$ cat src/rtl/jaxis_video_master.sv
// Raster pixel interface to AXI4-Stream video master (tuser = SOF, tlast = EOL).
// A one-pixel holdback register lets the last pixel of a line carry tlast; a small FIFO absorbs backpressure.
module jaxis_video_master #(
   parameter int DW         = 8,
   parameter int FIFO_DEPTH = 16
) (
   input  logic                          pixel_clock,
   input  logic                          pixel_reset_n,
   input  logic                          frame_valid,
   input  logic                          line_valid,
   input  logic [3*DW-1:0]               rgb24,
   input  logic                          rgb24_valid,
   output logic [3*DW-1:0]               m_axis_video_tdata,
   output logic                          m_axis_video_tvalid,
   input  logic                          m_axis_video_tready,
   output logic                          m_axis_video_tuser,
   output logic                          m_axis_video_tlast,
   output logic                          overflow,
   input  logic                          clear_overflow,
   output logic [$clog2(FIFO_DEPTH):0]   fifo_level
);

   localparam int AW = $clog2(FIFO_DEPTH);
   localparam int LW = AW + 1;
   localparam logic [LW-1:0] LVL_FULL   = LW'(FIFO_DEPTH);
   localparam logic [LW-1:0] LVL_ALMOST = LW'(FIFO_DEPTH - 1);

   typedef enum logic {
      WAIT_SOF,
      ACTIVE
   } state_t;

   typedef struct packed {
      logic            user;
      logic            last;
      logic [3*DW-1:0] pix;
   } entry_t;

   state_t          state_q, state_d;
   logic            fv_d1_q, fv_d1_d;
   logic            lv_d1_q, lv_d1_d;
   logic            sof_pending_q, sof_pending_d;
   logic            h_valid_q, h_valid_d;
   logic            h_sof_q, h_sof_d;
   logic [3*DW-1:0] h_pix_q, h_pix_d;
   logic            overflow_q, overflow_d;
   logic [LW-1:0]   level_q, level_d;
   logic [AW-1:0]   wr_ptr_q, wr_ptr_d;
   logic [AW-1:0]   rd_ptr_q, rd_ptr_d;

   entry_t          mem [FIFO_DEPTH];
   entry_t          head;
   entry_t          push_entry;
   entry_t          wr_entry;
   logic            push_req;
   logic            wr_en;
   logic            ovf_set;
   logic            accept;
   logic            fv_rise;
   logic            line_end;
   logic            tvalid;
   logic            pop;

   assign accept   = frame_valid & line_valid & rgb24_valid;
   assign fv_rise  = frame_valid & ~fv_d1_q;
   // A simultaneous line_valid and frame_valid fall collapses into one line end.
   assign line_end = (lv_d1_q & ~line_valid) | (fv_d1_q & ~frame_valid);
   assign tvalid   = (level_q != '0);
   assign pop      = tvalid & m_axis_video_tready;

   // NOTE: every variable gets a default before the case so no latch is inferred.
   always_comb begin
      state_d       = state_q;
      fv_d1_d       = frame_valid;
      lv_d1_d       = line_valid;
      sof_pending_d = sof_pending_q;
      h_valid_d     = h_valid_q;
      h_sof_d       = h_sof_q;
      h_pix_d       = h_pix_q;
      push_req      = 1'b0;
      push_entry    = '0;
      wr_en         = 1'b0;
      wr_entry      = '0;
      ovf_set       = 1'b0;

      case (state_q)
         WAIT_SOF: begin
            h_valid_d = 1'b0;
            if (fv_rise) begin
               state_d       = ACTIVE;
               sof_pending_d = 1'b1;
            end
         end
         ACTIVE: begin
            if (fv_rise) sof_pending_d = 1'b1;
            if (accept) begin
               push_req      = h_valid_q;
               push_entry    = '{user: h_sof_q, last: 1'b0, pix: h_pix_q};
               h_valid_d     = 1'b1;
               h_sof_d       = sof_pending_q | fv_rise;
               h_pix_d       = rgb24;
               sof_pending_d = 1'b0;
            end else if (line_end) begin
               push_req   = h_valid_q;
               push_entry = '{user: h_sof_q, last: 1'b1, pix: h_pix_q};
               h_valid_d  = 1'b0;
            end
         end
         default: state_d = WAIT_SOF;
      endcase

      // Room is judged on the registered level; a same-cycle pop earns no credit.
      if (push_req) begin
         if (level_q == LVL_FULL) begin
            ovf_set = 1'b1;
         end else begin
            wr_en    = 1'b1;
            wr_entry = push_entry;
            if (!push_entry.last && level_q == LVL_ALMOST) begin
               wr_entry.last = 1'b1;
               ovf_set       = 1'b1;
            end
         end
      end

      if (ovf_set) begin
         state_d       = WAIT_SOF;
         h_valid_d     = 1'b0;
         sof_pending_d = 1'b0;
      end
   end

   always_comb begin
      overflow_d = ovf_set | (overflow_q & ~clear_overflow);
      wr_ptr_d   = wr_en ? wr_ptr_q + AW'(1) : wr_ptr_q;
      rd_ptr_d   = pop ? rd_ptr_q + AW'(1) : rd_ptr_q;
      level_d    = level_q;
      if (wr_en && !pop)      level_d = level_q + LW'(1);
      else if (!wr_en && pop) level_d = level_q - LW'(1);
   end

   // NOTE: sequential state uses non-blocking assignments only.
   always_ff @(posedge pixel_clock or negedge pixel_reset_n) begin
      if (!pixel_reset_n) begin
         state_q       <= WAIT_SOF;
         fv_d1_q       <= 1'b1;
         lv_d1_q       <= 1'b0;
         sof_pending_q <= 1'b0;
         h_valid_q     <= 1'b0;
         h_sof_q       <= 1'b0;
         h_pix_q       <= '0;
         overflow_q    <= 1'b0;
         level_q       <= '0;
         wr_ptr_q      <= '0;
         rd_ptr_q      <= '0;
      end else begin
         state_q       <= state_d;
         fv_d1_q       <= fv_d1_d;
         lv_d1_q       <= lv_d1_d;
         sof_pending_q <= sof_pending_d;
         h_valid_q     <= h_valid_d;
         h_sof_q       <= h_sof_d;
         h_pix_q       <= h_pix_d;
         overflow_q    <= overflow_d;
         level_q       <= level_d;
         wr_ptr_q      <= wr_ptr_d;
         rd_ptr_q      <= rd_ptr_d;
      end
   end

   // NOTE: the storage array is not reset; the outputs are gated by tvalid, so stale contents never escape.
   always_ff @(posedge pixel_clock) begin
      if (wr_en) mem[wr_ptr_q] <= wr_entry;
   end

   assign head                = mem[rd_ptr_q];
   assign m_axis_video_tvalid = tvalid;
   assign m_axis_video_tdata  = tvalid ? head.pix  : '0;
   assign m_axis_video_tuser  = tvalid ? head.user : 1'b0;
   assign m_axis_video_tlast  = tvalid ? head.last : 1'b0;
   assign overflow            = overflow_q;
   assign fifo_level          = level_q;

endmodule

$ cat config.mk
export PLATFORM = sky130hd
export DESIGN_NAME = jaxis_video_master
export DESIGN_NICKNAME = d
export VERILOG_FILES = /design/src/rtl/jaxis_video_master.sv
export SDC_FILE = /design/constraint.sdc
export NUM_CORES = 1
export LEC_CHECK = 0
export ABC_AREA = 1
export CORE_MARGIN = 2
export CORE_UTILIZATION = 66
export DETAILED_ROUTE_END_ITERATION = 6
export PLACE_DENSITY_LB_ADDON = 0.1
export SYNTH_ARGS = -nofsm -noshare
export SYNTH_HDL_FRONTEND = slang
export SYNTH_SLANG_ARGS = --single-unit
export TNS_END_PERCENT = 50
$ cat constraint.sdc
create_clock -name pixel_clock -period 5.2 [get_ports pixel_clock]
set_input_delay 1.04 -clock pixel_clock [delete_from_list [all_inputs] [get_ports pixel_clock]]
set_output_delay 1.04 -clock pixel_clock [all_outputs]
set_load 0.01 [all_outputs]
* Word level (Yosys, flattened, before mapping)
Memory sizes are Yosys's and may differ from the RTL's.
Cells that the tools add are included.
** Word-level totals
- Bits in registers :: 44
- Bits in writable memories :: 416
- Input bits :: 31
- Output and inout port bits :: 33
- Logic and storage cells :: 75
- Memories kept :: 1
** Memories
- mem :: words 16, width 26, rd ports 1, clocked after memory_dff 0, wr ports 1, line 51 : entry_t mem [FIFO_DEPTH];
** Operators by class
- Add/sub/neg operators :: 4
- Eq/ne operators :: 3
- Mux-type cells :: 32
- Bitwise operators :: 15
- Reduce and logical (&&, ||, !) cells :: 9
** Operator list (count)
- 26-bit 2-to-1 mux :: 5
- 24-bit 2-to-1 mux :: 1
- 1-bit 2-to-1 mux :: 22
- 5-bit 2-to-1 mux :: 2
- 4-bit by 1-bit adder with 4-bit output, second input constant :: 2
- 1-bit AND :: 7
- 5-bit by 1-bit adder with 5-bit output, second input constant :: 1
- 5-bit by 4-bit equality test with 1-bit output, second input constant :: 1
- 5-bit equality test, second input constant :: 1
- 1-bit NOT :: 5
- 5-bit nonzero test :: 1
- 5-bit by 1-bit subtractor with 5-bit output, second input constant :: 1
- 4-bit by 1-bit != test with 1-bit output, second input constant :: 1
- 1-bit case mux with 2 select lines :: 2
- 1-bit logical AND :: 3
- 1-bit logical NOT :: 3
- 1-bit bitwise OR :: 3
- 2-bit AND reduction :: 1
- 2-bit nonzero test :: 1

* Logic depth before layout (Yosys ltp)
- Word-level depth :: 12
- Mapped depth :: 18
- Gate-level depth less buffers :: 17

* Worst setup path after synthesis
No wires, ideal clock.
- Path type :: in2reg
- Start point :: in line_valid
- End point :: mem mem[11][0] (netlist bit), enable pin
- Setup time :: 409 ps
- Data arrival time :: 2850 ps
- Required time :: 4791 ps
- Slack :: 1942 ps
- Stages :: 10
- Path buffers :: 1
- Cell sequence :: inv_1 -> nand2_1 -> o21ai_2 -> inv_1 -> nand2_1 -> nand2_1 -> nor2_4 -> buf_6 -> nand2_2 -> nor2_1
** On the way
- Cells in the longest elaborated chain, start to end :: 9
- Elaborated cells between the ends (all ways) :: 11
- Classes of those cells :: 6 x mux; 5 x bitwise
** Ends and longest elaborated chain
- from (decl) :: line 10 : input logic line_valid,
- 1-bit NOT :: line 67 : assign line_end = (lv_d1_q & ~line_valid) | (fv_d1_q & ~frame_valid);
- 1-bit AND :: line 67
- 1-bit bitwise OR :: line 67
- 1-bit 2-to-1 mux :: line 103 : end else if (line_end) begin
- 1-bit 2-to-1 mux (*) :: line 96 : if (accept) begin
- 1-bit 2-to-1 mux (*) :: line 86 : case (state_q)
- 1-bit 2-to-1 mux (*) :: line 113 : if (push_req) begin
- named net wr_en :: line 56 : logic wr_en;
- 1-bit 2-to-1 mux (*) :: line 173 : if (wr_en) mem[wr_ptr_q] <= wr_entry;
- 1-bit 2-to-1 mux (implied by the code) (*) :: line 173
- to (decl) :: line 51
The timed path passes the listed nets; every way through them passes the cells marked *.

* Final worst setup path
- Start point :: reg rd_ptr_q[1]
- End point :: out m_axis_video_tdata[6]
** On the way
- Cells in the longest elaborated chain, start to end :: 2
** Ends and longest elaborated chain
- from (decl) :: line 49 : logic [AW-1:0] rd_ptr_q, rd_ptr_d;
- from (signal assigned) :: line 167 : rd_ptr_q <= rd_ptr_d;
- memory read 16 x 26 bit
- 24-bit 2-to-1 mux :: line 178 : assign m_axis_video_tdata = tvalid ? head.pix : '0;
- to (decl) :: line 13 : output logic [3*DW-1:0] m_axis_video_tdata,
No other way between the ends.

==> impl_metrics.toml <==
[synthesis]
syn-cell-area_mm2 = 0.0190
synthTopCellsByArea = "edfxtp_1 (66%), nand2_1 (12%), nand3_1 (8.5%), dfrtp_1 (5.7%), buf_2 (1.5%)"
yosysSeqAreaShare_pct = 71.7
syn_area_per_cell_um2 = 11.5
yosysWarnings = 0
netlist_instances = 1652
synth_top_area_share_pct = 65.9
synthDistinctLibCells = 28
ys_seq_elements = 460
syn_nets = 1694
synth_top_area_cell = "edfxtp_1"

[global_route]
grt_use_total_pct = 30.2
antenna_found_initial = 0
grt_overflow = 0
grt_pass1_vias = 12500
grt_pass1_wl_um = 69100
grt_max_degree = 211

[critical_path]
slowest_delay_ns = 0.76
path_cells = "buf_4 -> buf_4 -> nand3_1 -> nand3_1 -> nand2_1 -> nand2_1 -> a21oi_1 -> clkdlybuf4s50_1"
slowest_stage = "buf_4"
cp-end-kind = "output pin"
required_ns = 4.16
cp_max_fo = 61
worstSetupStartpointType = "flop"
worstPathArrival_ns = 3.39
worstSetupPathType = "flop to output pin"

[clock_network]
cts_buffers = 45
clkSinkCount = 460
clk_latency_ns = 0.54
cts_max_level = 2
clkSlewWorstSetupHoldPaths_ns = 0.06
post_cts_resize_count = 0
clockBufferDepth = 3
cts_tree = "yes"
cts_hold_buf = 0
cts_setup_buffers = 0
cts_root_buf = "clkbuf_16"

[timing]
period_minus_slack_ns = 4.43
skew_ns = 0.00867
slew_headroom_pct = 10.0
fmax_ghz = 0.225
fin_crit_sh_pct = 85.3
hold_viol = 0
whs_ns = 0.534
finalSetupTns_ns = 0
setup_viol = 0
rsz0062_at_grt = "false"
max_slew.worst_pin.slew_ns = 1.35
slew_viol_final = 0

[floorplanning]
row_count = 62
start_util_pct = 66.6
dieHeight_um = 173
die_w_um = 173
dieArea_mm2 = 0.0301
design.core.area_mm2 = 0.0285
io_pins = 64

[drt]
drc_errors = 0
drt_iter0_drc = 1600
wl_per_cell_um = 21.1
vias = 12600
first_pass_iters = 5
ant_nets = 0
drt_wl_total_um = 44700
viasPerCell = 5.95

[power]
p_leak_nw = 8.09
power_density_mw_per_mm2 = 549
power.total_mw = 11.8
ir_worst_vdd_v = 0.000515

[min_path]
worstHoldPathType = "flop to flop"

[cells_and_area]
final_nets = 1741
fin_util_pct = 75.4
mostFrequentLayoutCell = "nand2_1"
drive_above_1_share_pct = 8.18
areaGrowthSynthToFinish_pct = 13.2
n_antenna_cell = 0
layout.cells.most_common_list = "nand2_1 (583), edfxtp_1 (416), nand3_1 (322)"

[place]
gp_congestion = 0.759
hpwlAfterDp_um = 23500
place.port_buffers = 63

[run]
cap_violations = 0

[outcome]
outcome = "finished clean"
## final timing paths
check | start | endpoint | slack (ns) | depth (start not counted)
worst max-delay path | rd_ptr_q[1]$_DFFE_PN0P_ | m_axis_video_tdata[6] | 0.77 | 8
worst min-delay path | h_pix_q[0]$_DFFE_PN0P_ | h_pix_q[0]$_DFFE_PN0P_ | 0.53 | 2
worst max register to register | fifo_level[1]$_DFFE_PN0P_ | fifo_level[4]$_DFFE_PN0P_ | 1.75 | 15
worst min register to register | h_pix_q[0]$_DFFE_PN0P_ | h_pix_q[0]$_DFFE_PN0P_ | 0.53 | 2
max in group asynchronous | pixel_reset_n | rd_ptr_q[0]$_DFFE_PN0P_ | 3.81 | 2
min in group asynchronous | pixel_reset_n | h_pix_q[3]$_DFFE_PN0P_ | 0.56 | 1
## stage by stage
step	cell area, um^2	setup WS (ns)	instances
after floorplan	19000	1.94	1652
after global placement	20000	1.31	2036
after detailed placement	20000	1.24	2036
after CTS	21500	0.814	2120
after global routing	21500	0.708	2120
final	21500	0.765	2120
## cell usage after synthesis
cell	number
nand2_4	1
buf_2	57
nand3_1	322
xnor2_1	2
clkbuf_1	7
dfrtp_1	43
a21o_1	1
buf_4	14
inv_2	6
a21oi_2	11
nand2_2	2
xor2_1	7
o21ai_2	1
nor2_2	1
nor2_1	46
buf_1	10
fa_1	1
nor2_4	1
nor3_1	1
a21oi_1	20
o21ai_0	33
dfstp_2	1
edfxtp_1	416
nand4_1	1
nand2_1	583
ha_1	10
buf_6	8
inv_1	46
## state kept, by name (all words and copies together), names as in the netlist
name           cells
mem              416
h_pix_q           24
fv_d1_q            1
h_sof_q            1
wr_ptr_q           4
overflow           1
sof_pending_q      1
state_q            1
h_valid_q          1
lv_d1_q            1
rd_ptr_q           4
fifo_level         5
## critical path: cells and delay by family, from the launching register on
kind | cells | cell delay, ns
buffers and inverters | 3 | 1.79
and+or+nand+nor | 4 | 0.56
DFF | 1 | 0.41
AOI/OAI and AO/OA | 1 | 0.06
## report_power, final
part	internal, mW	switching [mW]
clock	1.96	1.33
sequential	4.22	0.0901
combinational	1.43	2.75
## final cells by class
cell class | count | area (um^2)
well taps | 384 | 480
repair buffers | 96 | 911
fillers | 1814 | 7010
multi-input cells | 1044 | 4760
flip-flops and latches | 460 | 13600
inverters | 52 | 201
clock inverters | 14 | 175
clock buffers | 70 | 1330
## kinds of logic after synthesis
logic type | synth area share (%)
xor+xnor | 0.416
compound gates | 1.99
simple gates | 21.2
buf+inv | 3.90
flops | 71.7
fa+ha+maj | 0.765
## per-layer routing
| layer | wire [um] | vias up | track usage (%) |
|---|---|---|---|
| met1 | 18300 | 6100 | 42.7 |
| met5 | 0 | - | 0 |
| met2 | 21100 | 620 | 48.9 |
| li1 | - | 5786 | - |
| met3 | 3810 | 104 | 4.45 |
| met4 | 1410 | 0 | 10.4 |
No activity file was read; power rests on OpenSTA's default activity.
